$ cat config.mk
export PLATFORM = sky130hd
export DESIGN_NAME = raytrace_result_writer
export DESIGN_NICKNAME = d
export VERILOG_FILES = /design/src/rtl/raytrace_result_writer.sv
export SDC_FILE = /design/constraint.sdc
export NUM_CORES = 1
export LEC_CHECK = 0
export CORE_ASPECT_RATIO = 1.75
export CORE_MARGIN = 2
export CORE_UTILIZATION = 42
export CTS_CLUSTER_SIZE = 24
export DETAILED_ROUTE_END_ITERATION = 10
export MAX_ROUTING_LAYER = met4
export PLACE_DENSITY = 0.72
export SETUP_SLACK_MARGIN = 0.4
export SLEW_MARGIN = 20
export SYNTH_ARGS = -nofsm -noshare
export SYNTH_HDL_FRONTEND = slang
export SYNTH_SLANG_ARGS = --single-unit
$ cat constraint.sdc
create_clock -name i_clk -period 12.9 [get_ports i_clk]
set_input_delay 1.935 -clock i_clk [delete_from_list [all_inputs] [get_ports i_clk]]
set_output_delay 1.935 -clock i_clk [all_outputs]
set_load 0.03 [all_outputs]
$ cat src/rtl/raytrace_result_writer.sv
// Captures finished ray-tracing jobs from one worker into a 2-entry queue and
// serializes them as framebuffer pixel writes over a valid/ready port.
module raytrace_result_writer #(
  parameter int N_WORKERS        = 4,
  parameter int JOBS_SUBDIVISION = 8,
  parameter int COLOR_B          = 12,
  parameter int FB_W             = 640,
  parameter int FB_H             = 480,
  parameter int ADDR_B           = 19
) (
  input  logic                                i_clk,
  input  logic                                i_rst,
  input  logic                                i_worker_busy,
  input  logic [JOBS_SUBDIVISION*COLOR_B-1:0] i_worker_buffer,
  input  logic signed [11:0]                  i_job_start_x,
  input  logic signed [11:0]                  i_job_y,
  output logic                                o_queue_ready,
  output logic                                o_fb_valid,
  output logic [ADDR_B-1:0]                   o_fb_addr,
  output logic [COLOR_B-1:0]                  o_fb_data,
  input  logic                                i_fb_ready,
  output logic                                o_overflow,
  output logic [7:0]                          o_drop_count
);

  localparam int BUF_B = JOBS_SUBDIVISION * COLOR_B;
  localparam int K_B   = (JOBS_SUBDIVISION > 1) ? $clog2(JOBS_SUBDIVISION) : 1;
  localparam logic [K_B-1:0]   K_LAST = K_B'(JOBS_SUBDIVISION - 1);
  localparam logic signed [12:0] X_OFS = 13'(FB_W / 2);
  localparam logic signed [12:0] Y_OFS = 13'(FB_H / 2 - 1);
  localparam logic signed [12:0] W_S   = 13'(FB_W);
  localparam logic signed [12:0] H_S   = 13'(FB_H);

  typedef enum logic {S_IDLE = 1'b0, S_EMIT = 1'b1} state_t;

  logic [BUF_B-1:0]    r_q_colors [2];
  logic signed [12:0]  r_q_x0     [2];
  logic signed [12:0]  r_q_y      [2];
  logic                r_wr_ptr, r_rd_ptr, r_busy_q, r_overflow;
  logic [1:0]          r_count;
  state_t              r_state, w_next_state;
  logic [K_B-1:0]      r_k, w_next_k;
  logic                r_fb_valid;
  logic [ADDR_B-1:0]   r_fb_addr;
  logic [COLOR_B-1:0]  r_fb_data;
  logic [7:0]          r_drop_count;

  logic                w_capture, w_push, w_pop, w_load, w_drop, w_adv;
  logic signed [12:0]  w_cap_x0, w_cap_y, w_sel_x0, w_sel_y;
  logic [BUF_B-1:0]    w_sel_colors;
  logic [ADDR_B+COLOR_B:0] w_beat;

  // Returns {on_screen, addr, color} for pixel k of a job already mapped to screen space.
  function automatic logic [ADDR_B+COLOR_B:0] pixel_beat(
    input logic [BUF_B-1:0]   colors,
    input logic signed [12:0] x0,
    input logic signed [12:0] y,
    input logic [K_B-1:0]     k
  );
    logic signed [12:0] x;
    logic               on;
    logic [ADDR_B-1:0]  addr;
    x    = x0 + $signed(13'(k) * 13'(N_WORKERS));
    on   = (x >= 13'sd0) && (x < W_S) && (y >= 13'sd0) && (y < H_S);
    addr = ADDR_B'($unsigned(y)) * ADDR_B'(FB_W) + ADDR_B'($unsigned(x));
    return {on, addr, colors[int'(k)*COLOR_B +: COLOR_B]};
  endfunction

  assign w_capture = r_busy_q && !i_worker_busy;
  assign w_push    = w_capture && (r_count != 2'd2);
  assign w_cap_x0  = $signed({i_job_start_x[11], i_job_start_x}) + X_OFS;
  assign w_cap_y   = Y_OFS - $signed({i_job_y[11], i_job_y});

  // Next pixel selection; on the final pixel the next job comes from the other slot or the bypassed capture.
  always_comb begin
    w_next_state = r_state;
    w_next_k     = r_k;
    w_load       = 1'b0;
    w_pop        = 1'b0;
    w_drop       = 1'b0;
    w_adv        = r_fb_valid ? i_fb_ready : 1'b1;
    w_sel_colors = r_q_colors[r_rd_ptr];
    w_sel_x0     = r_q_x0[r_rd_ptr];
    w_sel_y      = r_q_y[r_rd_ptr];
    case (r_state)
      S_IDLE: begin
        if (r_count != 2'd0) begin
          w_next_state = S_EMIT;
          w_next_k     = {K_B{1'b0}};
          w_load       = 1'b1;
        end else begin
          w_next_state = S_IDLE;
        end
      end
      S_EMIT: begin
        if (w_adv) begin
          w_drop = !r_fb_valid;
          if (r_k == K_LAST) begin
            w_pop    = 1'b1;
            w_next_k = {K_B{1'b0}};
            if (r_count == 2'd2) begin
              w_sel_colors = r_q_colors[~r_rd_ptr];
              w_sel_x0     = r_q_x0[~r_rd_ptr];
              w_sel_y      = r_q_y[~r_rd_ptr];
              w_load       = 1'b1;
            end else if (w_push) begin
              w_sel_colors = i_worker_buffer;
              w_sel_x0     = w_cap_x0;
              w_sel_y      = w_cap_y;
              w_load       = 1'b1;
            end else begin
              w_next_state = S_IDLE;
            end
          end else begin
            w_next_k = r_k + K_B'(1);
            w_load   = 1'b1;
          end
        end else begin
          w_next_state = S_EMIT;
        end
      end
      default: begin
        w_next_state = S_IDLE;
      end
    endcase
    w_beat = pixel_beat(w_sel_colors, w_sel_x0, w_sel_y, w_next_k);
  end

  // Busy edge detect, queue pointers/occupancy and sticky overflow.
  always_ff @(posedge i_clk) begin
    if (i_rst) begin
      r_busy_q   <= 1'b0;
      r_wr_ptr   <= 1'b0;
      r_rd_ptr   <= 1'b0;
      r_count    <= 2'd0;
      r_overflow <= 1'b0;
    end else begin
      r_busy_q <= i_worker_busy;
      if (w_push) r_wr_ptr <= ~r_wr_ptr;
      if (w_pop)  r_rd_ptr <= ~r_rd_ptr;
      r_count <= r_count + {1'b0, w_push} - {1'b0, w_pop};
      if (w_capture && !w_push) r_overflow <= 1'b1;
    end
  end

  // Queue storage holds screen-space coordinates so mapping happens once per job.
  always_ff @(posedge i_clk) begin
    if (w_push) begin
      r_q_colors[r_wr_ptr] <= i_worker_buffer;
      r_q_x0[r_wr_ptr]     <= w_cap_x0;
      r_q_y[r_wr_ptr]      <= w_cap_y;
    end
  end

  // FSM state, registered write port and saturating drop counter.
  always_ff @(posedge i_clk) begin
    if (i_rst) begin
      r_state      <= S_IDLE;
      r_k          <= {K_B{1'b0}};
      r_fb_valid   <= 1'b0;
      r_fb_addr    <= {ADDR_B{1'b0}};
      r_fb_data    <= {COLOR_B{1'b0}};
      r_drop_count <= 8'd0;
    end else begin
      r_state <= w_next_state;
      r_k     <= w_next_k;
      if (w_load) begin
        {r_fb_valid, r_fb_addr, r_fb_data} <= w_beat;
      end else if (w_pop) begin
        r_fb_valid <= 1'b0;
      end
      if (w_drop && (r_drop_count != 8'hFF)) r_drop_count <= r_drop_count + 8'd1;
    end
  end

  assign o_queue_ready = (r_count != 2'd2);
  assign o_fb_valid    = r_fb_valid;
  assign o_fb_addr     = r_fb_addr;
  assign o_fb_data     = r_fb_data;
  assign o_overflow    = r_overflow;
  assign o_drop_count  = r_drop_count;

endmodule

# Word level (Yosys, flattened, before mapping)
# Memories as Yosys holds them, arrays and structs flattened. A register that Yosys moved wholly into a read port is not among the register bits.
# Cells that the tools add are included.
# word_totals
latch_bits	0
ram_bits	244
register_bits	50
output_inout_bits	42
n_memories	3
romBits	0
# classes
div_mod_pow	0
n_eq_ne	4
n_mux	42
n_mul	2
n_addsub	8
n_lt_le_gt_ge	4
n_bitwise	3
n_shift	1
n_reduce_logical	12
# memory_table
memory	words	word_bits	read_ports	rd_ports_with_merged_regs	wr	line	text
r_q_colors	2	96	2	1	1	36	logic [BUF_B-1:0] r_q_colors [2];
r_q_x0	2	13	2	1	1	37	logic signed [12:0] r_q_x0 [2];
r_q_y	2	13	2	1	1	38	logic signed [12:0] r_q_y [2];
# ops
cell	count
2-to-1 mux 96 bit	5
2-to-1 mux 13 bit	10
variable part select 96 x 8 -> 12 bit	1
>= comparator 13 x 1 -> 1 bit, second input constant	2
2-to-1 mux 1 bit	21
adder 19 x 13 -> 19 bit	1
adder 12 x 10 -> 13 bit, second input constant	1
adder 13 x 6 -> 13 bit	1
< comparator 13 x 10 -> 1 bit, second input constant	1
< comparator 13 x 11 -> 1 bit, second input constant	1
multiplier 13 x 3 -> 12 bit, second input constant	1
subtractor 9 x 12 -> 13 bit, first input constant	1
2-to-1 mux 3 bit	3
adder 8 x 1 -> 8 bit, second input constant	1
inequality test 8 bit, second input constant	1
logical AND 1 bit	7
case mux 3 bit (2 select lines)	1
multiplier 3 x 2 -> 5 bit, second input constant	1
case mux 1 bit (2 select lines)	2
nonzero test 2 bit	2
adder 3 x 1 -> 3 bit, second input constant	1
== test 3 bit, second input constant	1
zero test 1 bit	3
NOT 1 bit	3
4 further kinds	4

# Logic depth before layout (Yosys ltp)
# Gate-level depths: netlist of run 1.
# depth
ltp_word	14
mapped_depth	26

# Worst setup path before layout of run 1
# No wires, ideal clock.
# synth_path
path_kind	input-to-reg
from	in i_worker_busy
to	mem r_q_colors[0][0] (netlist name), enable pin
setup_slack_ns	4.430
cell_stages	5
setup_ns	0.605
arrival_ns	7.865
cell_sequence	nand2b_1 > nor2_1 > clkinv_1 > clkbuf_1 > nor2_1
# synth_via
elab_chain_len	5
# synth_lines
item	line	text
start, declared	13	input logic i_worker_busy,
zero test 1 bit	69	assign w_capture = r_busy_q && !i_worker_busy;
logical AND 1 bit	69	
logical AND 1 bit	70	assign w_push = w_capture && (r_count != 2'd2);
2-to-1 mux 1 bit	148	if (w_push) begin
2-to-1 mux 1 bit (implied by the code)	149	r_q_colors[r_wr_ptr] <= i_worker_buffer;
end, declared	36	
# No other way between the ends.

# Final worst setup path of run 1
# layout_path
from	in i_worker_busy
to	reg r_fb_addr[18], in the netlist o_fb_addr[18]
# layout_via
elab_chain_len	10
word_cells_on_any_way	21
classes_between	add/sub (2); mul (1); mux (15); reduce/logical (3)
# layout_lines
item	line	text
zero test 1 bit (*)	69	
logical AND 1 bit (*)	69	
logical AND 1 bit (*)	70	
2-to-1 mux 13 bit	106	end else if (w_push) begin
2-to-1 mux 13 bit	101	if (r_count == 2'd2) begin
2-to-1 mux 13 bit	98	if (r_k == K_LAST) begin
2-to-1 mux 13 bit	96	if (w_adv) begin
2-to-1 mux 13 bit	85	case (r_state)
multiplier 13 x 3 -> 12 bit or adder 13 x 6 -> 13 bit (tied branches)	65, 63	
adder 19 x 13 -> 19 bit	65	addr = ADDR_B'($unsigned(y)) * ADDR_B'(FB_W) + ADDR_B'($unsigned(x));
end signal, assigned	161	r_fb_addr <= {ADDR_B{1'b0}};
end signal, assigned	168	{r_fb_valid, r_fb_addr, r_fb_data} <= w_beat;
end, declared	44	logic [ADDR_B-1:0] r_fb_addr;
# Mark *: on every way between the ends. The rest lies on a longest branch, timed or not.
# A chain may end at the register's enable or synchronous reset.

==> metrics.yaml, run 1 <==
run_status:
  status: "complete, no violations"
layout:
  finalInstanceArea_mm2: 0.0172
  drive_above_1_share: 0.134
  n_fill_cell: 2911
  diodes: 0
  post_layout_nonfiller_instances: 1682
  finalNetCount: 1366
  syn2layout_area_growth_pct: 20.8
die:
  coreArea_mm2: 0.0336
  ios: 166
  start_util: 0.424
  dieArea_mm2: 0.0355
  rows: 89
  dieHeight_um: 248
  die_w_um: 143
synth:
  synth_top_flop_cell: "edfxtp_1"
  ys_warn_count: 0
  synth_edf_count: 244
  synth.area.top_cells: "edfxtp_1 51%, mux4_2 7.6%, dfxtp_1 7.2%"
  syn_area_mm2: 0.0143
  syn_inst: 1063
  synth.ff_latch_count: 295
  synth_fp_nets: 1223
  synth_largest_area_cell: "edfxtp_1"
  synth_cell_type_count: 64
  yosysSeqAreaShare: 0.585
  async_reset_ff_frac: 0
  yosysTopAreaCellShare: 0.514
  syn_avg_cell_area_um2: 13.4
pwr:
  ir_drop_v: 0.0000850
  clkPwrFrac: 0.381
  power.internal_mw: 1.62
  switching_share: 0.236
  cellLeakagePower_nw: 5.56
  power.total_mw: 2.12
  pwr-share-seq: 0.509
  p_sw_mw: 0.501
  pwr-share-comb: 0.110
  power_density_mw_per_mm2: 123
sta:
  finalSetupTns_ps: 0
  fmax_ghz: 0.133
  slew_violations: 0
  min_period_ps: 7520
  hold_violations: 0
  period_share: 0.583
  setup_violations: 0
  tightest_slew_ps: 1020
  rsz0062_at_grt: "no"
  finalClockSkew_ps: 17.9
  whs_ps: 451
  slew-limit-headroom: 0.322
placement:
  place.gp.congestion: 0.847
  port_buffers: 165
  dpl.hpwl_um: 24100
  dpl_cell_area_mm2: 0.0163
  dp.cells: 1631
clocking:
  htreeDepth: 1
  clock-sinks: 295
  ctsHoldBuffers: 0
  clock_latency_ps: 560
  cts_tree: "done"
  cts_resized: 0
  clk_pin_slew_worst_paths_ps: 60
  clockBufferDepth: 3
  cts_setup_buffers: 0
  root_buffer: "clkbuf_16"
  cts_made_buffers: 28
setup_path:
  crit_fanout: 57
  worstSetupEndpointType: "flop"
  startpoint_type: "input pin"
  crit_type: "input pin to flop"
  cp.arrival_ps: 7990
  r2r_slack_ps: 6760
  crit_required_ps: 13360
drt:
  drc: 0
  drt_pre_antenna_iters: 7
  vias: 9771
  first_iter_violations: 878
  viasPerCell: 5.81
  wl_per_cell_um: 21.6
  wl_um: 36400
  ant_nets: 0
min_path:
  hold_class: "flop to flop"
global_routing:
  gr-total-overflow: 0
  grt_pass1_wl_um: 55700
  first_global_vias: 9873
  grt_use_total: 0.210
  antenna_found_initial: 0
  grt_max_degree: 81
job:
  maxCapViolCount: 0
-- worst paths after layout --
path | from | endpoint | depth (start not counted)
setup / recovery | i_worker_busy | o_fb_addr[18]$_SDFFE_PP0P_ | 23
hold / removal | o_fb_addr[7]$_SDFFE_PP0P_ | o_fb_addr[7]$_SDFFE_PP0P_ | 2
setup reg to reg | r_count[1]$_SDFF_PP0_ | o_fb_addr[18]$_SDFFE_PP0P_ | 23
hold reg to reg | o_fb_addr[7]$_SDFFE_PP0P_ | o_fb_addr[7]$_SDFFE_PP0P_ | 2
-- metal layers --
metal	vias to the layer above	global-route usage	share of wire
met4	0	0.0960	0.041
met1	4787	0.245	0.37
met3	81	0.0241	0.063
met5	-	-	0
li1	4439	-	-
met2	464	0.364	0.52
-- state kept, by name, summed over array words and instances (netlist names), named ones only --
register      cells
r_rd_ptr          1
r_busy_q          1
r_q_x0           26
o_fb_addr        19
r_q_colors      192
r_wr_ptr          1
o_overflow        1
r_state           1
o_fb_data        12
r_k               3
r_q_y            26
r_count           2
o_fb_valid        1
o_drop_count      8
-- synth_stat cells (22+ instances only) --
cell type and count:
mux2_2 37, dfxtp_1 51, a221oi_1 25, mux2i_1 47
mux4_2 48, xnor2_1 25, nor2_1 68, nand2_1 93
inv_1 22, o211ai_1 27, clkbuf_1 32, nor3_1 37
edfxtp_1 244, ha_1 33, buf_2 22, a211oi_1 24
a21oi_1 41
-- cell families after synthesis --
kind of cell    synth area share
xor+xnor                  0.0268
buf+inv                   0.0279
compound gates             0.103
simple gates              0.0857
fa+ha+maj                 0.0332
flops                      0.585
mux                        0.138
-- stage by stage --
step / setup WS (ps) / utilization
after detailed placement: 4870 / 0.486
after CTS: 5420 / 0.512
after global routing: 5010 / 0.513
after floorplan: 4430 / -
final: 5380 / 0.513
after global placement: 5010 / 0.486
-- critical path: stages --
cell	delay, ps
clkdlybuf4s50_1	450
nand2b_1	320
nor2_4	130
buf_4	560
clkinv_1	800
o22ai_1	380
a22oi_1	130
ha_1	260
fa_1	440
a21oi_1	200
nand3b_1	200
nor2_1	70
xor2_1	190
inv_1	110
ha_1	290
a21o_1	110
a21oi_1	100
o21bai_1	140
a21o_1	170
a21oi_1	120
or4bb_1	510
xnor2_1	140
a211oi_1	210
-- power groups by stage --
stage          registers [mW]  logic, mW  clock network [mW]
4_1_cts                  1.08      0.235               0.821
3_5_place_dp             1.10      0.234                   0
5_1_grt                  1.08      0.252               0.855
6_report                 1.08      0.234               0.807
2_1_floorplan            1.12      0.106                   0
3_3_place_gp             1.10      0.230                   0
-- placed cells by master, fill, tap and decap left out, types with 27 or more instances in the layout --
| cell type | netlist | layout |
|---|---|---|
| clkdlybuf4s50_1 | 0 | 164 |
| a21oi_1 | 41 | 41 |
| nor2_1 | 68 | 66 |
| dfxtp_1 | 51 | 49 |
| o211ai_1 | 27 | 27 |
| ha_1 | 33 | 33 |
| nor3_1 | 37 | 37 |
| mux2i_1 | 47 | 47 |
| edfxtp_1 | 244 | 244 |
| mux2_2 | 37 | 37 |
| clkbuf_16 | 0 | 29 |
| nand2_1 | 93 | 93 |
| mux4_2 | 48 | 48 |
-- cell type report --
| type | count | area (um^2) | area share |
|---|---|---|---|
| Clock inverter | 17 | 144 | 0.00835 |
| Clock buffer | 34 | 744 | 0.0432 |
| Tap cell | 455 | 569 | 0.0330 |
| Multi-Input combinational cell | 673 | 5550 | 0.322 |
| Inverter | 26 | 100 | 0.00581 |
| Sequential cell | 295 | 8360 | 0.485 |
| Timing Repair Buffer | 182 | 1780 | 0.103 |
(Power assumes the default switching activity.)
==> inputs of run 2 (changes only) <==
- clock period: 12.9 -> 7.5 ns (I/O delays scaled with it)
==> run 2 against run 1 <==
Compared with the run above:
- combinational power up 72%
- first-iteration DRC count decreased by 2.5%
- sequential power up 71%
- worst setup slack worse by 3300 ps
- register-to-register slack got worse by 4700 ps
- highest routed layer unchanged
- total power up 78%
- largest cell class unchanged
- critical path depth fell by 1
==> metrics.yaml, run 2 (synthesized netlist as in run 1, its figures left out) <==
run_status:
  status: "complete, no violations"
pwr:
  ir_drop_v: 0.000222  # +160%
  power.total_mw: 3.78  # +78%
  cellLeakagePower_nw: 5.64  # +1.4%
  power_density_mw_per_mm2: 217  # +77%
global_routing:
  grt_max_degree: 84  # +3.7%
  grt_use_total: 0.212  # +0.00188
  antenna_found_initial: 0  # unchanged
  gr-total-overflow: 0  # unchanged
  first_global_vias: 10191  # +3.2%
  grt_pass1_wl_um: 56000  # +0.64%
sta:
  fmax_ghz: 0.183
  period_share: 0.727
  rsz0062_at_grt: "no"
  setup_violations: 0  # unchanged
  min_period_ps: 5460
  finalClockSkew_ps: 13.4  # -4.53 ps
  tightest_slew_ps: 1030  # +8.26 ps
  slew-limit-headroom: 0.313  # -0.00860
  hold_violations: 0  # unchanged
  slew_violations: 0  # unchanged
  finalSetupTns_ps: 0  # unchanged
layout:
  syn2layout_area_growth_pct: 21.8
  final_common_cell: "edfxtp_1"
  top_register: "r_q_colors"
  n_fill_cell: 2931  # +0.69%
  finalNetCount: 1368  # +0.15%
  layout_common_cells: "244 x edfxtp_1, 164 x clkdlybuf4s50_1, 93 x nand2_1"
  reg_top3: "r_q_colors: 192 flops, r_q_x0: 26 flops, r_q_y: 26 flops"
  post_layout_nonfiller_instances: 1685  # +0.18%
  diodes: 0  # unchanged
  largest_reg_flops: 192  # unchanged
  drive_above_1_share: 0.142  # +0.00780
setup_path:
  cp.arrival_ps: 5920  # -2070 ps
  crit_type: "input pin to flop"
  startpoint_type: "input pin"
  crit_required_ps: 7970  # -5390 ps
  crit_fanout: 8  # -86%
  worstSetupEndpointType: "flop"
clocking:
  clock_latency_ps: 550  # about the same
  cts_setup_buffers: 0  # unchanged
  clock-sinks: 295  # unchanged
  cts_made_buffers: 28  # unchanged
  ctsHoldBuffers: 0  # unchanged
  root_buffer: "clkbuf_16"
  clockBufferDepth: 3  # unchanged
  clk_pin_slew_worst_paths_ps: 60  # about the same
  cts_resized: 0  # unchanged
  htreeDepth: 1  # unchanged
  cts_tree: "done"
die:
  ios: 166  # unchanged
  dieHeight_um: 248  # unchanged
  die_w_um: 143  # unchanged
  dieArea_mm2: 0.0355  # unchanged
  start_util: 0.424  # unchanged
  coreArea_mm2: 0.0336  # unchanged
  rows: 89  # unchanged
drt:
  vias: 9703  # -0.70%
  wl_um: 36700  # +0.95%
  first_iter_violations: 856  # -2.5%
  viasPerCell: 5.76  # -0.87%
  ant_nets: 0  # unchanged
  wl_per_cell_um: 21.8  # +0.77%
  drc: 0  # unchanged
  drt_pre_antenna_iters: 5  # -2
placement:
  dp.cells: 1633  # +0.12%
  dpl.hpwl_um: 24500  # +1.8%
  place.gp.congestion: 0.851  # +0.47%
  port_buffers: 165  # unchanged
job:
  maxCapViolCount: 0  # unchanged
min_path:
  hold_class: "flop to flop"
run 2: final timing paths:
| check | end | depth (start not counted) | startpoint | slack (ps) |
|---|---|---|---|---|
| worst max register to register | o_fb_addr[18]$_SDFFE_PP0P_ | 20 | r_count[1]$_SDFF_PP0_ | 2110 |
| worst min-delay path | o_fb_addr[11]$_SDFFE_PP0P_ | 2 | o_fb_addr[11]$_SDFFE_PP0P_ | 450 |
| worst min register to register | o_fb_addr[11]$_SDFFE_PP0P_ | 2 | o_fb_addr[11]$_SDFFE_PP0P_ | 450 |
| worst max-delay path | o_fb_addr[18]$_SDFFE_PP0P_ | 22 | i_worker_busy | 2040 |
run 2: per-layer routing:
metal,global-route usage,part of all wire
met4,0.105,0.050
met2,0.373,0.53
met5,-,0
met3,0.0245,0.054
met1,0.238,0.37
run 2: area by class of cell:
cell class / instances / area, um^2 / area share
flip-flops and latches: 295 / 8360 / 0.481
clock buffers: 41 / 873 / 0.0503
repair buffers: 184 / 1790 / 0.103
inverters: 26 / 100 / 0.00576
well taps: 455 / 569 / 0.0328
clock inverters: 11 / 138 / 0.00792
multi-input cells: 673 / 5550 / 0.319
run 2: power by group:
part	switching, mW	internal (mW)
clock	0.610	0.912
sequential	0.0271	1.83
combinational	0.221	0.181
total	0.858	2.92
run 2: worst max-delay path, stage by stage:
cell	delay, ps
clkdlybuf4s50_1	450
nand2b_1	340
nor2_4	180
clkinv_1	240
o22ai_1	230
a22oi_1	130
ha_1	260
fa_1	430
a21oi_1	200
nand3b_1	200
nor2_1	70
xor2_1	180
inv_1	100
ha_1	290
a21o_1	110
a21oi_1	80
o21bai_1	150
a21o_1	170
a21oi_1	120
or4bb_1	500
xnor2_1	140
a211oi_1	210
run 2: stage by stage:
stage	hold WS, ps	worst slack (ps)	area [um^2]	util
global placement	439	1630	16400	0.486
CTS	453	2070	17400	0.517
global route	468	1650	17400	0.517
detailed placement	445	1520	16400	0.486
finish	448	2040	17400	0.517
floorplan	517	1900	14300	-
==> inputs of run 3 (changes only) <==
- PLACE_DENSITY: 0.72 -> 0.74
- clock period: 7.5 -> 4.5 ns (I/O delays scaled with it)
==> run 3 against run 2 <==
Compared with the run above:
- sequential power increased by 67%
- worst setup slack got worse by 1700 ps
- global-route usage grew 0.18 points
- register-to-register slack lost 1700 ps
- hold slack better by 2.2 ps
- critical endpoint unchanged
- wire length rose by 2.9%
- sequential cell count is the same
- sequential share of layout area down 2.1 points
- cell area grew 4.6%
- via count up 3.6%
- clock-buffer cell count decreased by 6
==> metrics.yaml, run 3 (synthesized netlist as in run 1, its figures left out) <==
run_status:
  status: "complete, no violations"
pwr:
  switching_share: 0.232  # +0.00506
  p_sw_mw: 1.46  # +70%
  ir_drop_v: 0.000319  # +44%
  clkPwrFrac: 0.388  # -0.015
  pwr-share-comb: 0.119  # +0.013
  pwr-share-seq: 0.493  # +0.002
  cellLeakagePower_nw: 6.03  # +7.0%
  power_density_mw_per_mm2: 345  # +59%
  power.internal_mw: 4.81  # +65%
setup_path:
  crit_required_ps: 4970  # -3000 ps
  crit_fanout: 2  # -6
  crit_type: "flop to flop"
  startpoint_type: "flop"
  cp.arrival_ps: 4600  # -1320 ps
  worstSetupEndpointType: "flop"
  r2r_slack_ps: 370  # -1740 ps
die:
  die_w_um: 143  # unchanged
  start_util: 0.424  # unchanged
  dieHeight_um: 248  # unchanged
  rows: 89  # unchanged
  coreArea_mm2: 0.0336  # unchanged
  dieArea_mm2: 0.0355  # unchanged
  ios: 166  # unchanged
drt:
  wl_um: 37800  # +2.9%
  drt_pre_antenna_iters: 7  # +2
  viasPerCell: 5.69  # -1.2%
  first_iter_violations: 868  # +1.4%
  drc: 0  # unchanged
  vias: 10052  # +3.6%
  ant_nets: 0  # unchanged
  wl_per_cell_um: 21.4  # -1.9%
layout:
  final_common_cell: "edfxtp_1"
  layout_common_cells: "244 x edfxtp_1, 162 x clkdlybuf4s50_1, 92 x nand2_1"
  diodes: 0  # unchanged
  drive_above_1_share: 0.218  # +0.0757
  fin_util: 0.540  # +0.0238
  top_register: "r_q_colors"
  post_layout_nonfiller_instances: 1767  # +4.9%
  largest_reg_flops: 192  # unchanged
  syn2layout_area_growth_pct: 27.4
  reg_top3: "r_q_colors: 192 flops, r_q_x0: 26 flops, r_q_y: 26 flops"
  finalNetCount: 1450  # +6.0%
sta:
  rsz0062_at_grt: "yes"
  finalClockSkew_ps: 10.7  # -2.69 ps
  hold_violations: 0  # unchanged
  setup_violations: 0  # unchanged
  min_period_ps: 4130
  slew-limit-headroom: 0.424  # +0.111
  fmax_ghz: 0.242
  period_share: 0.918
  slew_violations: 0  # unchanged
  tightest_slew_ps: 863  # -162 ps
clocking:
  cts_tree: "done"
  cts_made_buffers: 29  # +3.6%
  clk_pin_slew_worst_paths_ps: 70  # about the same
  root_buffer: "clkbuf_16"
  clockBufferDepth: 3  # unchanged
  htreeDepth: 1  # unchanged
  ctsHoldBuffers: 0  # unchanged
  clock_latency_ps: 560  # about the same
  clock-sinks: 295  # unchanged
global_routing:
  first_global_vias: 10124  # -0.66%
  antenna_found_initial: 0  # unchanged
  gr-total-overflow: 0  # unchanged
  grt_use_total: 0.214  # +0.00176
  grt_pass1_wl_um: 56600  # +1.1%
  grt_max_degree: 61  # -27%
placement:
  dp.cells: 1698  # +4.0%
  dpl.hpwl_um: 25600  # +4.5%
  port_buffers: 165  # unchanged
  place.gp.congestion: 0.885  # +4.0%
min_path:
  hold_class: "flop to flop"
job:
  maxCapViolCount: 0  # unchanged
## run 3: cell types whose count changed in the layout (fill, tap and decap cells not counted), moves of 6 or more
cell      change
a22oi_1       -6
ha_1          -6
clkbuf_8      -6
a21oi_2       +7
a21oi_1       -7
a22oi_2       +6
buf_4        +73
## run 3: cell type report
class	count	area (um^2)
clock buffer	35	748
clock inverter	18	196
fill	2817	15500
inverter	26	103
multi-input combinational	673	5720
sequential	295	8360
tap	455	569
timing repair buffer	265	2480
## run 3: final timing paths
kind	startpoint	to	cells past startpoint
worst max-delay path	r_k[1]$_SDFF_PP0_	o_fb_addr[18]$_SDFFE_PP0P_	21
worst min-delay path	o_fb_addr[11]$_SDFFE_PP0P_	o_fb_addr[11]$_SDFFE_PP0P_	2
worst max register to register	r_k[1]$_SDFF_PP0_	o_fb_addr[18]$_SDFFE_PP0P_	21
worst min register to register	o_fb_addr[11]$_SDFFE_PP0P_	o_fb_addr[11]$_SDFFE_PP0P_	2
## run 3: what timing repair did
action / 4_1_cts / 5_1_grt
setup endpoints to repair: 6 / 6
resized for setup: 24 / 12
pin swaps: 13 / 24
buffers inserted: 6 / 10
## run 3: per-stage QoR
stage | worst slack, ps | total power [mW] | hold WS, ps | TNS (ps) | cell area [um^2]
after CTS | 404 | 6.29 | 454 | 0 | 18000
final | 371 | 6.27 | 450 | 0 | 18200
after floorplan | -73.2 | 3.51 | 521 | -73.2 | 14400
after detailed placement | -365 | 3.88 | 446 | -1780 | 17000
after global routing | 168 | 6.47 | 481 | 0 | 18200
after global placement | -256 | 3.86 | 442 | -1010 | 17000
## run 3: power groups by stage
stage / Combinational, mW / Sequential, mW / Clock [mW]
floorplan: 0.314 / 3.20 / 0
global placement: 0.718 / 3.14 / 0
detailed placement: 0.731 / 3.15 / 0
CTS: 0.740 / 3.09 / 2.47
global route: 0.805 / 3.09 / 2.57
finish: 0.748 / 3.09 / 2.43
## run 3: worst max-delay path, cell delays in order (launching register included)
cell	delay [ps]
dfxtp_2	360
ha_4	150
ha_4	120
buf_4	110
nor2_1	60
a22o_2	270
ha_4	170
fa_2	400
a21oi_2	190
nand3b_1	150
nor2_1	60
xor2_1	210
inv_1	90
ha_1	280
a21o_1	110
a21oi_2	60
o21bai_1	150
a21o_1	170
a21oi_2	70
or4bb_1	510
xnor2_1	140
a211oi_1	180
## run 3: metal layers
metal	global-route usage	part of all wire	vias to the layer above
met5	-	0	-
met4	0.0868	0.040	0
met3	0.0243	0.057	79
met2	0.385	0.54	392
met1	0.240	0.36	4978
li1	-	-	4603
